**config.mk**
```make
export PLATFORM = sky130hd
export DESIGN_NAME = execute_sequencer_flat
export DESIGN_NICKNAME = d
export VERILOG_FILES = /design/src/rtl/execute_sequencer_if.sv /design/src/rtl/execute_sequencer.sv /design/src/flat_wrapper.sv
export SDC_FILE = /design/constraint.sdc
export NUM_CORES = 1
export LEC_CHECK = 0
export BUFFER_PORTS_ARGS = -buffer_cell sky130_fd_sc_hd__buf_4
export CAP_MARGIN = 5
export CORE_ASPECT_RATIO = 1.75
export CORE_MARGIN = 2
export CORE_UTILIZATION = 50
export CTS_CLUSTER_DIAMETER = 40
export DETAILED_ROUTE_END_ITERATION = 8
export HOLD_SLACK_MARGIN = 0.1
export PLACE_DENSITY = 0.8
export SLEW_MARGIN = 15
export SYNTH_ARGS = -nofsm -noshare
export SYNTH_HDL_FRONTEND = slang
export SYNTH_SLANG_ARGS = --single-unit
```
**constraint.sdc**
```tcl
create_clock -name clk -period 2.1 [get_ports clk]
set_input_delay 0.21 -clock clk [delete_from_list [all_inputs] [get_ports clk]]
set_output_delay 0.21 -clock clk [all_outputs]
set_load 0.05 [all_outputs]
```
**src/rtl/execute_sequencer_if.sv**
```systemverilog
// Fetch/datapath-facing bundle of the execute sequencer: instruction handshake,
// decoder flags, multiplier handshake, datapath controls, retire/error status.
interface execute_sequencer_if #(
  parameter int unsigned IMM_WIDTH = 8,
  parameter int unsigned RET_WIDTH = 16
);
  logic                 instr_valid;
  logic                 instr_ready;
  logic                 f_add;
  logic                 f_imm;
  logic                 f_wait;
  logic                 f_load;
  logic                 f_wr_res;
  logic [IMM_WIDTH-1:0] imm;
  logic                 mul_start;
  logic                 mul_done;
  logic                 alu_add;
  logic                 op_b_imm;
  logic                 wb_load;
  logic                 reg_we;
  logic                 pc_en;
  logic [RET_WIDTH-1:0] retire_cnt;
  logic                 err_illegal;
  logic                 err_mul_to;
  logic                 err_clr;

  // Fetch / datapath side
  modport master (
    output instr_valid, f_add, f_imm, f_wait, f_load, f_wr_res, imm,
           mul_done, err_clr,
    input  instr_ready, mul_start, alu_add, op_b_imm, wb_load, reg_we,
           pc_en, retire_cnt, err_illegal, err_mul_to
  );

  // Sequencer side
  modport slave (
    input  instr_valid, f_add, f_imm, f_wait, f_load, f_wr_res, imm,
           mul_done, err_clr,
    output instr_ready, mul_start, alu_add, op_b_imm, wb_load, reg_we,
           pc_en, retire_cnt, err_illegal, err_mul_to
  );
endinterface

```
**src/rtl/execute_sequencer.sv**
```systemverilog
// Multi-cycle execute controller: accepts one decoded instruction at a time and
// steps it through ALU writeback, handshaked multiply, WAIT stall or retire.
module execute_sequencer #(
  parameter int unsigned IMM_WIDTH   = 8,
  parameter int unsigned MUL_TIMEOUT = 16,
  parameter int unsigned RET_WIDTH   = 16
) (
  input  logic             clk,
  input  logic             n_reset,
  execute_sequencer_if.slave bus
);

  localparam int unsigned TMR_WIDTH = $clog2(MUL_TIMEOUT + 1);

  typedef enum logic [2:0] {
    S_IDLE,
    S_MUL,
    S_WAIT,
    S_WB,
    S_RETIRE
  } state_e;

  state_e               state_q, state_d;
  logic [IMM_WIDTH-1:0] cnt_q, cnt_d;
  logic [TMR_WIDTH-1:0] tmr_q, tmr_d;
  logic                 wr_res_q, wr_res_d;
  logic                 alu_add_q, alu_add_d;
  logic                 op_b_imm_q, op_b_imm_d;
  logic                 wb_load_q, wb_load_d;
  logic                 mul_start_q, mul_start_d;
  logic                 reg_we_q, reg_we_d;
  logic                 pc_en_q, pc_en_d;
  logic [RET_WIDTH-1:0] retire_cnt_q, retire_cnt_d;
  logic                 err_illegal_q, err_illegal_d;
  logic                 err_mul_to_q, err_mul_to_d;
  logic                 accept_c;
  logic                 ill_set_c;
  logic                 mto_set_c;

  assign bus.instr_ready = (state_q == S_IDLE);
  assign accept_c        = bus.instr_valid & (state_q == S_IDLE);

  // Next state, latched flags and registered outputs
  always_comb begin
    state_d      = state_q;
    cnt_d        = cnt_q;
    tmr_d        = tmr_q;
    wr_res_d     = wr_res_q;
    alu_add_d    = alu_add_q;
    op_b_imm_d   = op_b_imm_q;
    wb_load_d    = wb_load_q;
    mul_start_d  = 1'b0;
    ill_set_c    = 1'b0;
    mto_set_c    = 1'b0;

    case (state_q)
      S_IDLE: begin
        if (accept_c) begin
          alu_add_d  = bus.f_add;
          op_b_imm_d = bus.f_imm;
          wb_load_d  = bus.f_load;
          wr_res_d   = bus.f_wr_res;
          if (bus.f_wait) begin
            if (bus.imm == '0) begin
              state_d = S_RETIRE;
            end else begin
              state_d = S_WAIT;
              cnt_d   = bus.imm;
            end
          end else if (bus.f_load || bus.f_add) begin
            state_d = S_WB;
          end else if (bus.f_wr_res) begin
            state_d     = S_MUL;
            tmr_d       = TMR_WIDTH'(1);
            mul_start_d = 1'b1;
          end else begin
            state_d   = S_RETIRE;
            ill_set_c = 1'b1;
          end
        end
      end
      S_MUL: begin
        // A done arriving in the timeout cycle still counts as success
        if (bus.mul_done) begin
          state_d = S_WB;
        end else if (tmr_q == TMR_WIDTH'(MUL_TIMEOUT)) begin
          state_d   = S_RETIRE;
          mto_set_c = 1'b1;
        end else begin
          tmr_d = tmr_q + TMR_WIDTH'(1);
        end
      end
      S_WAIT: begin
        if (cnt_q == IMM_WIDTH'(1)) begin
          state_d = S_RETIRE;
        end else begin
          cnt_d = cnt_q - IMM_WIDTH'(1);
        end
      end
      S_WB:     state_d = S_IDLE;
      S_RETIRE: state_d = S_IDLE;
      default:  state_d = S_IDLE;
    endcase

    // Datapath selects read as zero whenever the sequencer sits in IDLE
    if (state_d == S_IDLE) begin
      alu_add_d  = 1'b0;
      op_b_imm_d = 1'b0;
      wb_load_d  = 1'b0;
      wr_res_d   = 1'b0;
    end

    reg_we_d      = (state_d == S_WB) & wr_res_d;
    pc_en_d       = (state_d == S_WB) || (state_d == S_RETIRE);
    retire_cnt_d  = retire_cnt_q + RET_WIDTH'(pc_en_q);
    err_illegal_d = ill_set_c | (err_illegal_q & ~bus.err_clr);
    err_mul_to_d  = mto_set_c | (err_mul_to_q & ~bus.err_clr);
  end

  always_ff @(posedge clk or negedge n_reset) begin
    if (!n_reset) begin
      state_q       <= S_IDLE;
      cnt_q         <= '0;
      tmr_q         <= '0;
      wr_res_q      <= 1'b0;
      alu_add_q     <= 1'b0;
      op_b_imm_q    <= 1'b0;
      wb_load_q     <= 1'b0;
      mul_start_q   <= 1'b0;
      reg_we_q      <= 1'b0;
      pc_en_q       <= 1'b0;
      retire_cnt_q  <= '0;
      err_illegal_q <= 1'b0;
      err_mul_to_q  <= 1'b0;
    end else begin
      state_q       <= state_d;
      cnt_q         <= cnt_d;
      tmr_q         <= tmr_d;
      wr_res_q      <= wr_res_d;
      alu_add_q     <= alu_add_d;
      op_b_imm_q    <= op_b_imm_d;
      wb_load_q     <= wb_load_d;
      mul_start_q   <= mul_start_d;
      reg_we_q      <= reg_we_d;
      pc_en_q       <= pc_en_d;
      retire_cnt_q  <= retire_cnt_d;
      err_illegal_q <= err_illegal_d;
      err_mul_to_q  <= err_mul_to_d;
    end
  end

  assign bus.mul_start   = mul_start_q;
  assign bus.alu_add     = alu_add_q;
  assign bus.op_b_imm    = op_b_imm_q;
  assign bus.wb_load     = wb_load_q;
  assign bus.reg_we      = reg_we_q;
  assign bus.pc_en       = pc_en_q;
  assign bus.retire_cnt  = retire_cnt_q;
  assign bus.err_illegal = err_illegal_q;
  assign bus.err_mul_to  = err_mul_to_q;

endmodule

```
**src/flat_wrapper.sv**
```systemverilog
// flat-port wrapper written by rule: the top's interface ports become plain ports
module execute_sequencer_flat 
#(
  parameter int unsigned IMM_WIDTH   = 8,
  parameter int unsigned MUL_TIMEOUT = 16,
  parameter int unsigned RET_WIDTH   = 16
)
  (clk, n_reset, bus_instr_valid, bus_f_add, bus_f_imm, bus_f_wait, bus_f_load, bus_f_wr_res, bus_imm, bus_mul_done, bus_err_clr, bus_instr_ready, bus_mul_start, bus_alu_add, bus_op_b_imm, bus_wb_load, bus_reg_we, bus_pc_en, bus_retire_cnt, bus_err_illegal, bus_err_mul_to);
  execute_sequencer_if #(.IMM_WIDTH(IMM_WIDTH), .RET_WIDTH(RET_WIDTH)) bus_i ();
  input  logic clk;
  input  logic n_reset;
  input wire logic [$bits(bus_i.instr_valid)-1:0] bus_instr_valid;
  input wire logic [$bits(bus_i.f_add)-1:0] bus_f_add;
  input wire logic [$bits(bus_i.f_imm)-1:0] bus_f_imm;
  input wire logic [$bits(bus_i.f_wait)-1:0] bus_f_wait;
  input wire logic [$bits(bus_i.f_load)-1:0] bus_f_load;
  input wire logic [$bits(bus_i.f_wr_res)-1:0] bus_f_wr_res;
  input wire logic [$bits(bus_i.imm)-1:0] bus_imm;
  input wire logic [$bits(bus_i.mul_done)-1:0] bus_mul_done;
  input wire logic [$bits(bus_i.err_clr)-1:0] bus_err_clr;
  output wire logic [$bits(bus_i.instr_ready)-1:0] bus_instr_ready;
  output wire logic [$bits(bus_i.mul_start)-1:0] bus_mul_start;
  output wire logic [$bits(bus_i.alu_add)-1:0] bus_alu_add;
  output wire logic [$bits(bus_i.op_b_imm)-1:0] bus_op_b_imm;
  output wire logic [$bits(bus_i.wb_load)-1:0] bus_wb_load;
  output wire logic [$bits(bus_i.reg_we)-1:0] bus_reg_we;
  output wire logic [$bits(bus_i.pc_en)-1:0] bus_pc_en;
  output wire logic [$bits(bus_i.retire_cnt)-1:0] bus_retire_cnt;
  output wire logic [$bits(bus_i.err_illegal)-1:0] bus_err_illegal;
  output wire logic [$bits(bus_i.err_mul_to)-1:0] bus_err_mul_to;
  assign bus_i.instr_valid = bus_instr_valid;
  assign bus_i.f_add = bus_f_add;
  assign bus_i.f_imm = bus_f_imm;
  assign bus_i.f_wait = bus_f_wait;
  assign bus_i.f_load = bus_f_load;
  assign bus_i.f_wr_res = bus_f_wr_res;
  assign bus_i.imm = bus_imm;
  assign bus_i.mul_done = bus_mul_done;
  assign bus_i.err_clr = bus_err_clr;
  assign bus_instr_ready = bus_i.instr_ready;
  assign bus_mul_start = bus_i.mul_start;
  assign bus_alu_add = bus_i.alu_add;
  assign bus_op_b_imm = bus_i.op_b_imm;
  assign bus_wb_load = bus_i.wb_load;
  assign bus_reg_we = bus_i.reg_we;
  assign bus_pc_en = bus_i.pc_en;
  assign bus_retire_cnt = bus_i.retire_cnt;
  assign bus_err_illegal = bus_i.err_illegal;
  assign bus_err_mul_to = bus_i.err_mul_to;
  execute_sequencer #(.IMM_WIDTH(IMM_WIDTH), .MUL_TIMEOUT(MUL_TIMEOUT), .RET_WIDTH(RET_WIDTH)) u_core (.clk(clk), .n_reset(n_reset), .bus(bus_i));
endmodule
```
==> summary.txt, run 1 <==
Worst hold path
  – Min-delay worst type: in -> reg

Critical path
  – Crit path launch: u_core.cnt_q[2]$_DFFE_PN0P_
  – Worst r2r dst: u_core.cnt_q[1]$_DFFE_PN0P_
  – Crit path capture: u_core.cnt_q[1]$_DFFE_PN0P_
  – Crit path required time: approximately 2.3 ns
  – Worst reg-to-reg path cell count: 4
  – RR Startpoint: u_core.cnt_q[2]$_DFFE_PN0P_
  – Worst Path Max Fanout: 9
  – CP endpoint kind: register
  – Arr. time, crit path: 2.18 ns
  – R2R Setup Slk: 0.09 ns
  – WS Path Type: reg -> reg
  – Crit path launch type: register

Timing
  – Tcrit/Tclk final: 95.66%
  – Relative slew margins: 66.34%
  – Final setup fails: 0
  – Setup Skew: 0.01035 ns
  – RSZ-0062 raised after global routing: false
  – Worst slew pin tran: 0.5050 ns
  – Slew Limit Fails: 0
  – Setup TNS: 0 ns
  – Min Tclk post-route: 2.009 ns
  – Max Freq: 497.8 MHz
  – Hold violation count in the final report: 0

Floorplan
  – Initial Util: 51.92%
  – Core area: a little over 4000 um^2
  – I/O pin cnt: 43
  – Die width: approximately 53 um
  – Die area: about 4800 um^2
  – Num rows: 31
  – Die height: 90.44 um

Global routing
  – First-pass GRT wire length: 7527 um
  – Overflow after GRT: 0
  – Total GRT Usage: 21.02%
  – Largest net degree at the start of global routing: 42
  – Antenna violations before repair: 0
  – Vias in the first global route: 1664

Clock tree
  – Worst-Skew Late Latency: 0.30 ns
  – Post_cts resized: 0
  – Htree depth: 2
  – Clock buffer count from CTS: 5
  – Clock root buffer: clkbuf_8
  – CTS Buffer Depth: 2
  – Cts hold-fix bufs: 1
  – Setup Fix Bufs, Post-CTS: 0
  – Clock tree sinks: 41
  – CTS tree: done
  – Clock transition at path regs: 0.08 ns

Power
  – Cell internal pwr: approximately 1.8 mW
  – Combinational power share: 45.7%
  – Reg power frac: between 30% and 40%
  – PD cells: around 1300 nW/um^2
  – NetSw: 1.412 mW
  – Clock power frac: roughly 15%
  – Sw frac: 43.45%
  – Design Power: 3.250 mW
  – Leak: approximately 1.2 nW
  – Maximum vdd ir drop: 0.7581 mV

Place
  – Dpl hpwl: 3488 um
  – GP Congestion: 0.8547
  – IO Port Bufs: 42

Synth
  – EDFF count, synth: 0
  – Primary FF master, synth: dfrtp_1
  – Ys async rst share: 100.0%
  – Seq/Total Area, Yosys: 48.07%
  – Mapped Cells: 193
  – Synthesized Nets: roughly 220
  – Seq cells post-synth: 41
  – Post-synthesis cell area: 2135 um^2
  – Synth Area per Inst: 11.06 um^2
  – Syn. warnings: 0
  – Yosys cell types: 56

Drt
  – DR WL/cell: 15.57 um
  – Via count: 1708
  – Drt first pass iters: 4
  – Post-DRT Antenna Nets: 0
  – DRC: 0
  – Drt via density: a little under 6
  – 1st-iter DRT viols: 28
  – Drt total wl: 4500 um

Cells and area
  – Layout area overhead: 21.04%
  – Total inserted antenna cells: 0
  – Fraction of layout cells with a size suffix above 1: roughly 28%
  – Total Nets Final: between 200 and 300

Run
  – Max_cap viols: 0

Status
  – Status: finished clean
-- cells by family after synthesis --
group,Yosys count,synth area share (%)
simple gates,71,21.63
compound gates,43,15.89
flops,41,48.07
xor+xnor,15,6.154
buf+inv,14,3.283
fa+ha+maj,6,3.517
mux,3,1.465
-- layout by cell type, fill, tap and decap left out, types with 2 or more instances in the layout --
cell type and count:
a21oi_1 5, a22o_1 2, a22oi_1 6, a2bb2oi_1 2, a31oi_1 2, and2_1 2
and3_1 5, and4_1 3, buf_4 43, clkbuf_8 5, clkinv_2 2, dfrtp_1 41
ha_1 6, inv_1 8, mux2i_1 2, nand2_1 12, nand2b_1 2, nand3_1 5
nand4_1 2, nor2_1 11, nor3_1 7, nor3b_1 2, o21ai_0 6, o22a_1 2
o22ai_1 4, o2bb2ai_1 4, or3_1 2, or3b_2 2, or4_1 2, or4_4 3
xnor2_1 10, xor2_1 5
-- layer usage --
| metal | vias up | global-route usage [%] | wire length (um) |
|---|---|---|---|
| met2 | 44 | 37.14 | 2578 |
| met5 | - | 0 | 0 |
| met4 | 0 | 10.90 | 163 |
| li1 | 808 | - | - |
| met3 | 14 | 4.139 | 158 |
| met1 | 842 | 22.00 | 1601 |
-- sequential cells by signal, indices dropped and copies added (netlist names), 3 cells and up --
register	cells
u_core.state_q	3
u_core.tmr_q	5
u_core.cnt_q	8
u_core.bus.retire_cnt	16
-- metrics by stage --
step | instances | setup WS [ns] | hold WS, ns | area, um^2 | utilization, %
finish | 289 | 0.09105 | 0.1541 | 2584 | 62.84
global route | 289 | 0.02805 | 0.1505 | 2584 | 62.84
CTS | 289 | 0.09838 | 0.1467 | 2584 | 62.84
detailed placement | 280 | 0.1127 | 0.2178 | 2487 | 60.50
global placement | 280 | 0.1535 | 0.2205 | 2487 | 60.50
floorplan | 193 | 0.1971 | -0.08559 | 2135 | -
-- synthesized netlist by cell type, types with 2 or more instances --
library cell,instances,area share (%)
or4_1,2,0.70
o22a_1,2,0.82
and2_1,2,0.59
or4_4,3,1.6
o22ai_1,4,1.2
a21oi_1,5,1.2
xnor2_1,10,4.1
xor2_1,5,2.1
inv_1,8,1.4
o21ai_0,6,1.4
a2bb2oi_1,2,0.82
and3_1,5,1.5
a22o_1,2,0.82
nand4_1,2,0.59
nor3_1,7,1.6
dfrtp_1,41,48
or3_1,2,0.59
clkbuf_1,2,0.35
nand2_1,12,2.1
ha_1,6,3.5
mux2i_1,2,0.94
and4_1,3,1.2
or3b_2,2,0.82
o2bb2ai_1,4,1.6
a22oi_1,6,2.1
nand2b_1,2,0.59
a31oi_1,2,0.59
nor2_1,11,1.9
nand3_1,5,1.2
nor3b_1,2,0.70
-- critical path, stage by stage (launching register included) --
cell and delay (ns):
dfrtp_1 0.44, or4_4 0.57, o31a_4 0.35, nor2_8 0.19
mux2_1 0.34
-- worst min-delay path by stage --
stage / from / end / slack (ns) / cells after the start
2_1_floorplan: n_reset / u_core.bus.alu_add$_DFFE_PN0P_ / -0.09 / 0
3_3_place_gp: n_reset / u_core.bus.retire_cnt[5]$_DFF_PN0_ / 0.22 / 1
3_5_place_dp: n_reset / u_core.bus.retire_cnt[7]$_DFF_PN0_ / 0.22 / 1
4_1_cts: bus_f_wait / u_core.state_q[0]$_DFF_PN0_ / 0.15 / 2
5_1_grt: bus_f_wait / u_core.state_q[0]$_DFF_PN0_ / 0.15 / 2
6_report: bus_f_wait / u_core.state_q[0]$_DFF_PN0_ / 0.15 / 2
-- power by group through the flow --
stage / Combinational, mW / Clock, mW / Sequential, mW
5_1_grt: 1.61 / 0.549 / 1.30
3_5_place_dp: 1.49 / 0 / 1.27
2_1_floorplan: 0.915 / 0 / 1.44
4_1_cts: 1.50 / 0.514 / 1.26
6_report: 1.49 / 0.499 / 1.27
3_3_place_gp: 1.47 / 0 / 1.26
-- layout make-up --
cell class                 count  area [um^2]
timing repair buffer          44        332.8
sequential                    41         1026
tap                           49        61.31
clock buffer                   5        68.82
fill                         358         1528
multi-input combinational    138         1039
inverter                       9        38.79
clock inverter                 3        17.52
Power figures use the tool's default switching activity.
==> run 2: changes to the inputs <==
--- a/config.mk
+++ b/config.mk
@@ -9,11 +9,11 @@
 export CAP_MARGIN = 5
 export CORE_ASPECT_RATIO = 1.75
 export CORE_MARGIN = 2
-export CORE_UTILIZATION = 50
+export CORE_UTILIZATION = 49
 export CTS_CLUSTER_DIAMETER = 40
 export DETAILED_ROUTE_END_ITERATION = 8
 export HOLD_SLACK_MARGIN = 0.1
-export PLACE_DENSITY = 0.8
+export PLACE_DENSITY = 0.81
 export SLEW_MARGIN = 15
 export SYNTH_ARGS = -nofsm -noshare
 export SYNTH_HDL_FRONTEND = slang
==> constraint.sdc (replaced) <==
create_clock -name clk -period 1.7 [get_ports clk]
set_input_delay 0.17 -clock clk [delete_from_list [all_inputs] [get_ports clk]]
set_output_delay 0.17 -clock clk [all_outputs]
set_load 0.05 [all_outputs]
==> summary.txt, run 2 (same netlist as run 1, synthesis figures left out) <==
Clock tree
  – Worst-Skew Late Latency: 0.29 ns (about the same)
  – CTS Buffer Depth: 2 (unchanged)
  – Clock buffer count from CTS: 5 (unchanged)
  – Clock root buffer: clkbuf_8
  – Clock transition at path regs: 0.08 ns (about the same)
  – Htree depth: 2 (unchanged)
  – CTS tree: done
  – Clock tree sinks: 41 (unchanged)

Critical path
  – Crit path capture: u_core.cnt_q[1]$_DFFE_PN0P_
  – R2R Setup Slk: -0.14 ns (-0.23 ns)
  – Crit path launch: u_core.cnt_q[2]$_DFFE_PN0P_
  – Worst reg-to-reg path cell count: 4 (unchanged)
  – Worst r2r dst: u_core.cnt_q[1]$_DFFE_PN0P_
  – CP max stage cell: or4_4
  – CP Buf/Inv Count: 0 (unchanged)
  – Arr. time, crit path: 2.02 ns (-0.16 ns)
  – Largest stage delay on the critical path: 0.55 ns (-0.02 ns)
  – WS Path Type: reg -> reg
  – RR Startpoint: u_core.cnt_q[2]$_DFFE_PN0P_
  – CP endpoint kind: register
  – Crit path launch type: register
  – Worst Path Max Fanout: 7 (-2)
  – Crit path required time: 1.88 ns (-0.39 ns)
  – Critical path cell sequence: or4_4 > o31a_4 > nor2_8 > mux2_4
  – CP top delay family: simple AND/OR/NAND/NOR gates
  – Levels on crit path: 4 (unchanged)

Floorplan
  – Die width: 53.89 um (+0.94%)
  – Die height: 91.31 um (+0.97%)
  – I/O pin cnt: 43 (unchanged)
  – Num rows: 31 (unchanged)
  – Die area: 4921 um^2 (+1.9%)
  – Initial Util: 51.43% (-0.49 points)
  – Core area: 4150 um^2 (+0.94%)

Status
  – Status: complete, but fails checks
  – Failing checks: setup timing

Global routing
  – Largest net degree at the start of global routing: 42 (unchanged)
  – First-pass GRT wire length: 8411 um (+12%)
  – Overflow after GRT: 0 (unchanged)
  – Total GRT Usage: 23.31% (+2.3 points)
  – Antenna violations before repair: 0 (unchanged)
  – Vias in the first global route: 1927 (+16%)

Power
  – PD cells: 1673 nW/um^2 (+33%)
  – Leak: 1.418 nW (+15%)
  – Design Power: 4.980 mW (+53%)
  – Maximum vdd ir drop: 1.268 mV (+67%)

Timing
  – Final setup fails: 13 (+13)
  – PnR worst setup slack: -0.1406 ns (-0.2316 ns)
  – Max Freq: 543.3 MHz (+9.1%)
  – Setup Skew: 0.01204 ns (+0.001691 ns)
  – Relative slew margins: 62.23% (-4.1 points)
  – Hold violation count in the final report: 0 (unchanged)
  – Min Tclk post-route: 1.841 ns (-0.1684 ns)
  – Worst slew pin tran: 0.5654 ns (+0.06041 ns)
  – Slew Limit Fails: 0 (unchanged)
  – Tcrit/Tclk final: 108.3% (+13 points)
  – RSZ-0062 raised after global routing: true

Cells and area
  – Most frequent cells in the layout: buf_4, dfrtp_1, nand2_1
  – Most common cell after layout, fill and taps aside: buf_4
  – Max reg flops: 16 (unchanged)
  – FF+latch area: 1031 um^2 (+0.49%)
  – Fraction of layout cells with a size suffix above 1: 43.75% (+15 points)
  – Post-layout util: 71.72% (+8.9 points)
  – Layout area overhead: 39.45%
  – Total Nets Final: 295 (+12%)
  – Total inserted antenna cells: 0 (unchanged)
  – Layout fillers: 292 (-18%)
  – Footprint of the multi-input gates: 1137 um^2 (+9.5%)

Worst hold path
  – Hold_sp: bus_f_imm
  – Min-delay worst type: in -> reg

Drt
  – DR WL/cell: 16.81 um (+8.0%)
  – Drt total wl: 5397 um (+20%)
  – Drt first pass iters: 4 (unchanged)
  – Post-DRT Antenna Nets: 0 (unchanged)
  – Via count: 1865 (+9.2%)
  – 1st-iter DRT viols: 18 (-36%)
  – Drt via density: 5.810 (-1.7%)
  – DRC: 0 (unchanged)

Place
  – Placement Setup Slack: -0.1093 ns (-0.2220 ns)
  – Dpl hpwl: 3802 um (+9.0%)
  – IO Port Bufs: 42 (unchanged)
  – GP Congestion: 0.8445 (-1.2%)

Run
  – Max_cap viols: 0 (unchanged)
==> run 2: area by class of cell <==
class,count,share of cell area (%)
clock buffers,6,2.774
clock inverters,2,1.261
inverters,9,1.555
multi-input cells,138,38.21
flip-flops and latches,41,34.64
well taps,49,2.060
repair buffers,76,19.50
==> run 2: worst register-to-register path: stages (launching register included) <==
cell	delay, ns
dfrtp_1	0.40
or4_4	0.55
o31a_4	0.35
nor2_8	0.12
mux2_4	0.31
==> run 2: timing repair <==
| action | CTS | global route |
|---|---|---|
| endpoints found under the hold margin | 41 | 0 |
| resized for setup | 12 | 10 |
| endpoints found under the setup margin | 13 | 20 |
| hold buffers | 1 | 0 |
| pin swaps | 2 | 5 |
| setup buffers | 1 | 3 |
==> run 2: where the power goes <==
group | internal, mW | switching (mW) | total [mW]
sequential | 1.25 | 0.253 | 1.50
clock | 0.477 | 0.341 | 0.818
combinational | 1.23 | 1.43 | 2.66
==> run 2: per-layer routing <==
metal | vias to the layer above | routed length [um] | track usage, %
li1 | 876 | - | -
met1 | 917 | 1920 | 23.14
met2 | 50 | 3100 | 40.96
met3 | 22 | 161 | 4.276
met4 | 0 | 215 | 15.17
met5 | - | 0 | 0
==> run 2: worst min path at each step <==
stage / cells after the start / slack (ns) / end
floorplan: 0 / -0.13 / u_core.bus.alu_add$_DFFE_PN0P_
global placement: 1 / 0.18 / u_core.bus.err_mul_to$_DFF_PN0_
detailed placement: 1 / 0.18 / u_core.bus.err_mul_to$_DFF_PN0_
CTS: 2 / 0.12 / u_core.state_q[0]$_DFF_PN0_
global route: 2 / 0.15 / u_core.state_q[0]$_DFF_PN0_
finish: 3 / 0.13 / u_core.bus.op_b_imm$_DFFE_PN0P_
==> run 2: per-stage QoR <==
step	cell area, um^2	cells	setup TNS, ns	hold slack [ns]
4_1_cts	2914	318	-0.3054	0.1247
6_report	2977	321	-0.6336	0.1346
2_1_floorplan	2165	193	-0.2596	-0.1256
5_1_grt	2977	321	-1.145	0.1464
3_3_place_gp	2725	308	-0.2707	0.1781
3_5_place_dp	2725	308	-0.4915	0.1780
==> run 3: changes to the inputs <==
--- a/config.mk
+++ b/config.mk
@@ -9,11 +9,11 @@
 export CAP_MARGIN = 5
 export CORE_ASPECT_RATIO = 1.75
 export CORE_MARGIN = 2
-export CORE_UTILIZATION = 49
+export CORE_UTILIZATION = 50
 export CTS_CLUSTER_DIAMETER = 40
 export DETAILED_ROUTE_END_ITERATION = 8
 export HOLD_SLACK_MARGIN = 0.1
-export PLACE_DENSITY = 0.81
+export PLACE_DENSITY = 0.8
 export SLEW_MARGIN = 15
 export SYNTH_ARGS = -nofsm -noshare
 export SYNTH_HDL_FRONTEND = slang
==> constraint.sdc (replaced) <==
create_clock -name clk -period 1.91 [get_ports clk]
set_input_delay 0.191 -clock clk [delete_from_list [all_inputs] [get_ports clk]]
set_output_delay 0.191 -clock clk [all_outputs]
set_load 0.05 [all_outputs]
==> summary.txt, run 3 (same netlist as run 1, synthesis figures left out) <==
Status
  – Status: finished clean

Cells and area
  – Fraction of layout cells with a size suffix above 1: 31.33% (-12 points)
  – Layout area overhead: 24.27%
  – Total Nets Final: 272 (-7.8%)
  – Total inserted antenna cells: 0 (unchanged)
  – Most common cell after layout, fill and taps aside: buf_4
  – Max reg flops: 16 (unchanged)
  – Layout fillers: 341 (+17%)
  – Most frequent cells in the layout: buf_4, dfrtp_1, nand2_1
  – Non-Filler Instances: 298 (-7.2%)
  – Fin area: 2653 um^2 (-11%)

Timing
  – Worst slew pin tran: 0.5051 ns (-0.06030 ns)
  – Max Freq: 531.8 MHz (-2.1%)
  – Hold violation count in the final report: 0 (unchanged)
  – RSZ-0062 raised after global routing: true
  – Relative slew margins: 66.33% (+4.1 points)
  – Tcrit/Tclk final: 98.45% (-9.8 points)
  – Final setup fails: 0 (-13)
  – Min Tclk post-route: 1.880 ns (+0.03977 ns)
  – Setup Skew: 0.005863 ns (-0.006179 ns)
  – Slew Limit Fails: 0 (unchanged)
  – Hold_ws: 0.1498 ns (+0.01519 ns)

Drt
  – Met2 WL post-DR: 2629 um (-15%)
  – Via count: 1697 (-9.0%)
  – 1st-iter DRT viols: 22 (+4)
  – Top Metal Used: met4
  – DRC: 0 (unchanged)
  – Met3 wire len: 100 um (-38%)
  – DR WL/cell: 15.28 um (-9.1%)
  – M1 WL: 1680 um (-13%)
  – Drt first pass iters: 4 (unchanged)
  – Drt total wl: 4554 um (-16%)
  – Drt via density: 5.695 (-2.0%)
  – Post-DRT Antenna Nets: 0 (unchanged)

Critical path
  – RR Startpoint: u_core.cnt_q[2]$_DFFE_PN0P_
  – Crit path required time: 2.08 ns (+0.20 ns)
  – Largest stage delay on the critical path: 0.55 ns (about the same)
  – CP max stage cell: or4_4
  – Crit path launch: u_core.cnt_q[2]$_DFFE_PN0P_
  – Critical path cell sequence: or4_4 > o31a_4 > nor2_8 > mux2_1
  – WS Path Type: reg -> reg
  – Crit path launch type: register
  – R2R Setup Slk: 0.03 ns (+0.17 ns)
  – Worst Path Max Fanout: 8 (+1)
  – Arr. time, crit path: 2.05 ns (+0.03 ns)
  – CP endpoint kind: register

Floorplan
  – Die height: 90.44 um (-0.96%)
  – Initial Util: 51.92% (+0.49 points)
  – Num rows: 31 (unchanged)
  – I/O pin cnt: 43 (unchanged)
  – Die width: 53.39 um (-0.93%)
  – Die area: 4828 um^2 (-1.9%)
  – Core area: 4111 um^2 (-0.93%)

Place
  – GP Congestion: 0.8155 (-3.4%)
  – IO Port Bufs: 42 (unchanged)
  – Placed cells: 289 (-6.2%)
  – Dpl hpwl: 3542 um (-6.8%)
  – Post-DP Area: 2555 um^2 (-6.2%)

Clock tree
  – CTS tree: done
  – CTS Buffer Depth: 2 (unchanged)
  – Clock root buffer: clkbuf_8
  – Htree depth: 2 (unchanged)
  – Setup Fix Bufs, Post-CTS: 0 (-1)
  – Clock buffer count from CTS: 5 (unchanged)
  – Worst-Skew Late Latency: 0.29 ns (about the same)
  – Clock tree sinks: 41 (unchanged)
  – Clock transition at path regs: 0.08 ns (about the same)

Worst hold path
  – Hold_sp: bus_f_wait
  – Min-delay worst type: in -> reg

Power
  – PD cells: 1392 nW/um^2 (-17%)
  – Design Power: 3.693 mW (-26%)
  – Maximum vdd ir drop: 1.065 mV (-16%)
  – Leak: 1.274 nW (-10%)

Global routing
  – Total GRT Usage: 21.39% (-1.9 points)
  – Antenna violations before repair: 0 (unchanged)
  – First-pass GRT wire length: 7803 um (-7.2%)
  – Largest net degree at the start of global routing: 42 (unchanged)
  – Overflow after GRT: 0 (unchanged)
  – Vias in the first global route: 1740 (-9.7%)

Run
  – Max_cap viols: 0 (unchanged)
## run 3: cell types whose count changed in the layout (fill, tap and decap cells not counted), sizes merged
| cell | before | now |
|---|---|---|
| buf | 75 | 52 |
| clkbuf | 6 | 5 |
| bufinv | 1 | 0 |
| clkinv | 1 | 3 |
## run 3: path summary, 6_finish.rpt
path / end / cells past startpoint
max: u_core.cnt_q[1]$_DFFE_PN0P_ / 4
min: u_core.state_q[0]$_DFF_PN0_ / 2
max reg2reg: u_core.cnt_q[1]$_DFFE_PN0P_ / 4
min reg2reg: u_core.bus.retire_cnt[10]$_DFF_PN0_ / 1
max in group asynchronous: u_core.state_q[1]$_DFF_PN0_ / 2
min in group asynchronous: u_core.bus.retire_cnt[9]$_DFF_PN0_ / 2
## run 3: repair_timing
item                                    4_1_cts  5_1_grt
hold buffers                                  1        0
hold endpoints to repair                     41        0
gates resized for setup                       0        1
endpoints found under the setup margin        0        7
## run 3: metal layers
layer,vias up,GRT usage (%)
met3,10,3.808
met4,0,11.32
met5,-,0
li1,826,-
met1,829,22.56
met2,32,37.76
## run 3: worst max-delay path: cells and delay by family (launching register included)
| family | cells | cell delay (ns) |
|---|---|---|
| simple gates | 2 | 0.70 |
| flops | 1 | 0.38 |
| compound gates | 1 | 0.35 |
| mux | 1 | 0.33 |
## run 3: layout make-up
cell class / instances / area [um^2] / area share, %
inverters: 9 / 38.79 / 1.462
clock inverters: 3 / 17.52 / 0.6604
well taps: 49 / 61.31 / 2.311
clock buffers: 5 / 68.82 / 2.594
repair buffers: 53 / 400.4 / 15.09
flip-flops and latches: 41 / 1027 / 38.73
multi-input cells: 138 / 1039 / 39.15
## run 3: power by group
group          leakage [nW]  internal, mW  switching [mW]
clock network        0.0439         0.252           0.293
registers             0.534          1.11           0.235
logic                 0.695         0.758            1.05
## run 3: through the flow
step / utilization [%] / setup TNS, ns / setup WS [ns]
2_1_floorplan: - / 0 / 0.007120
3_3_place_gp: 62.14 / 0 / 0.03865
3_5_place_dp: 62.14 / 0 / 0.01324
4_1_cts: 64.49 / 0 / 0.004335
5_1_grt: 64.52 / -0.07027 / -0.03909
6_report: 64.52 / 0 / 0.02967
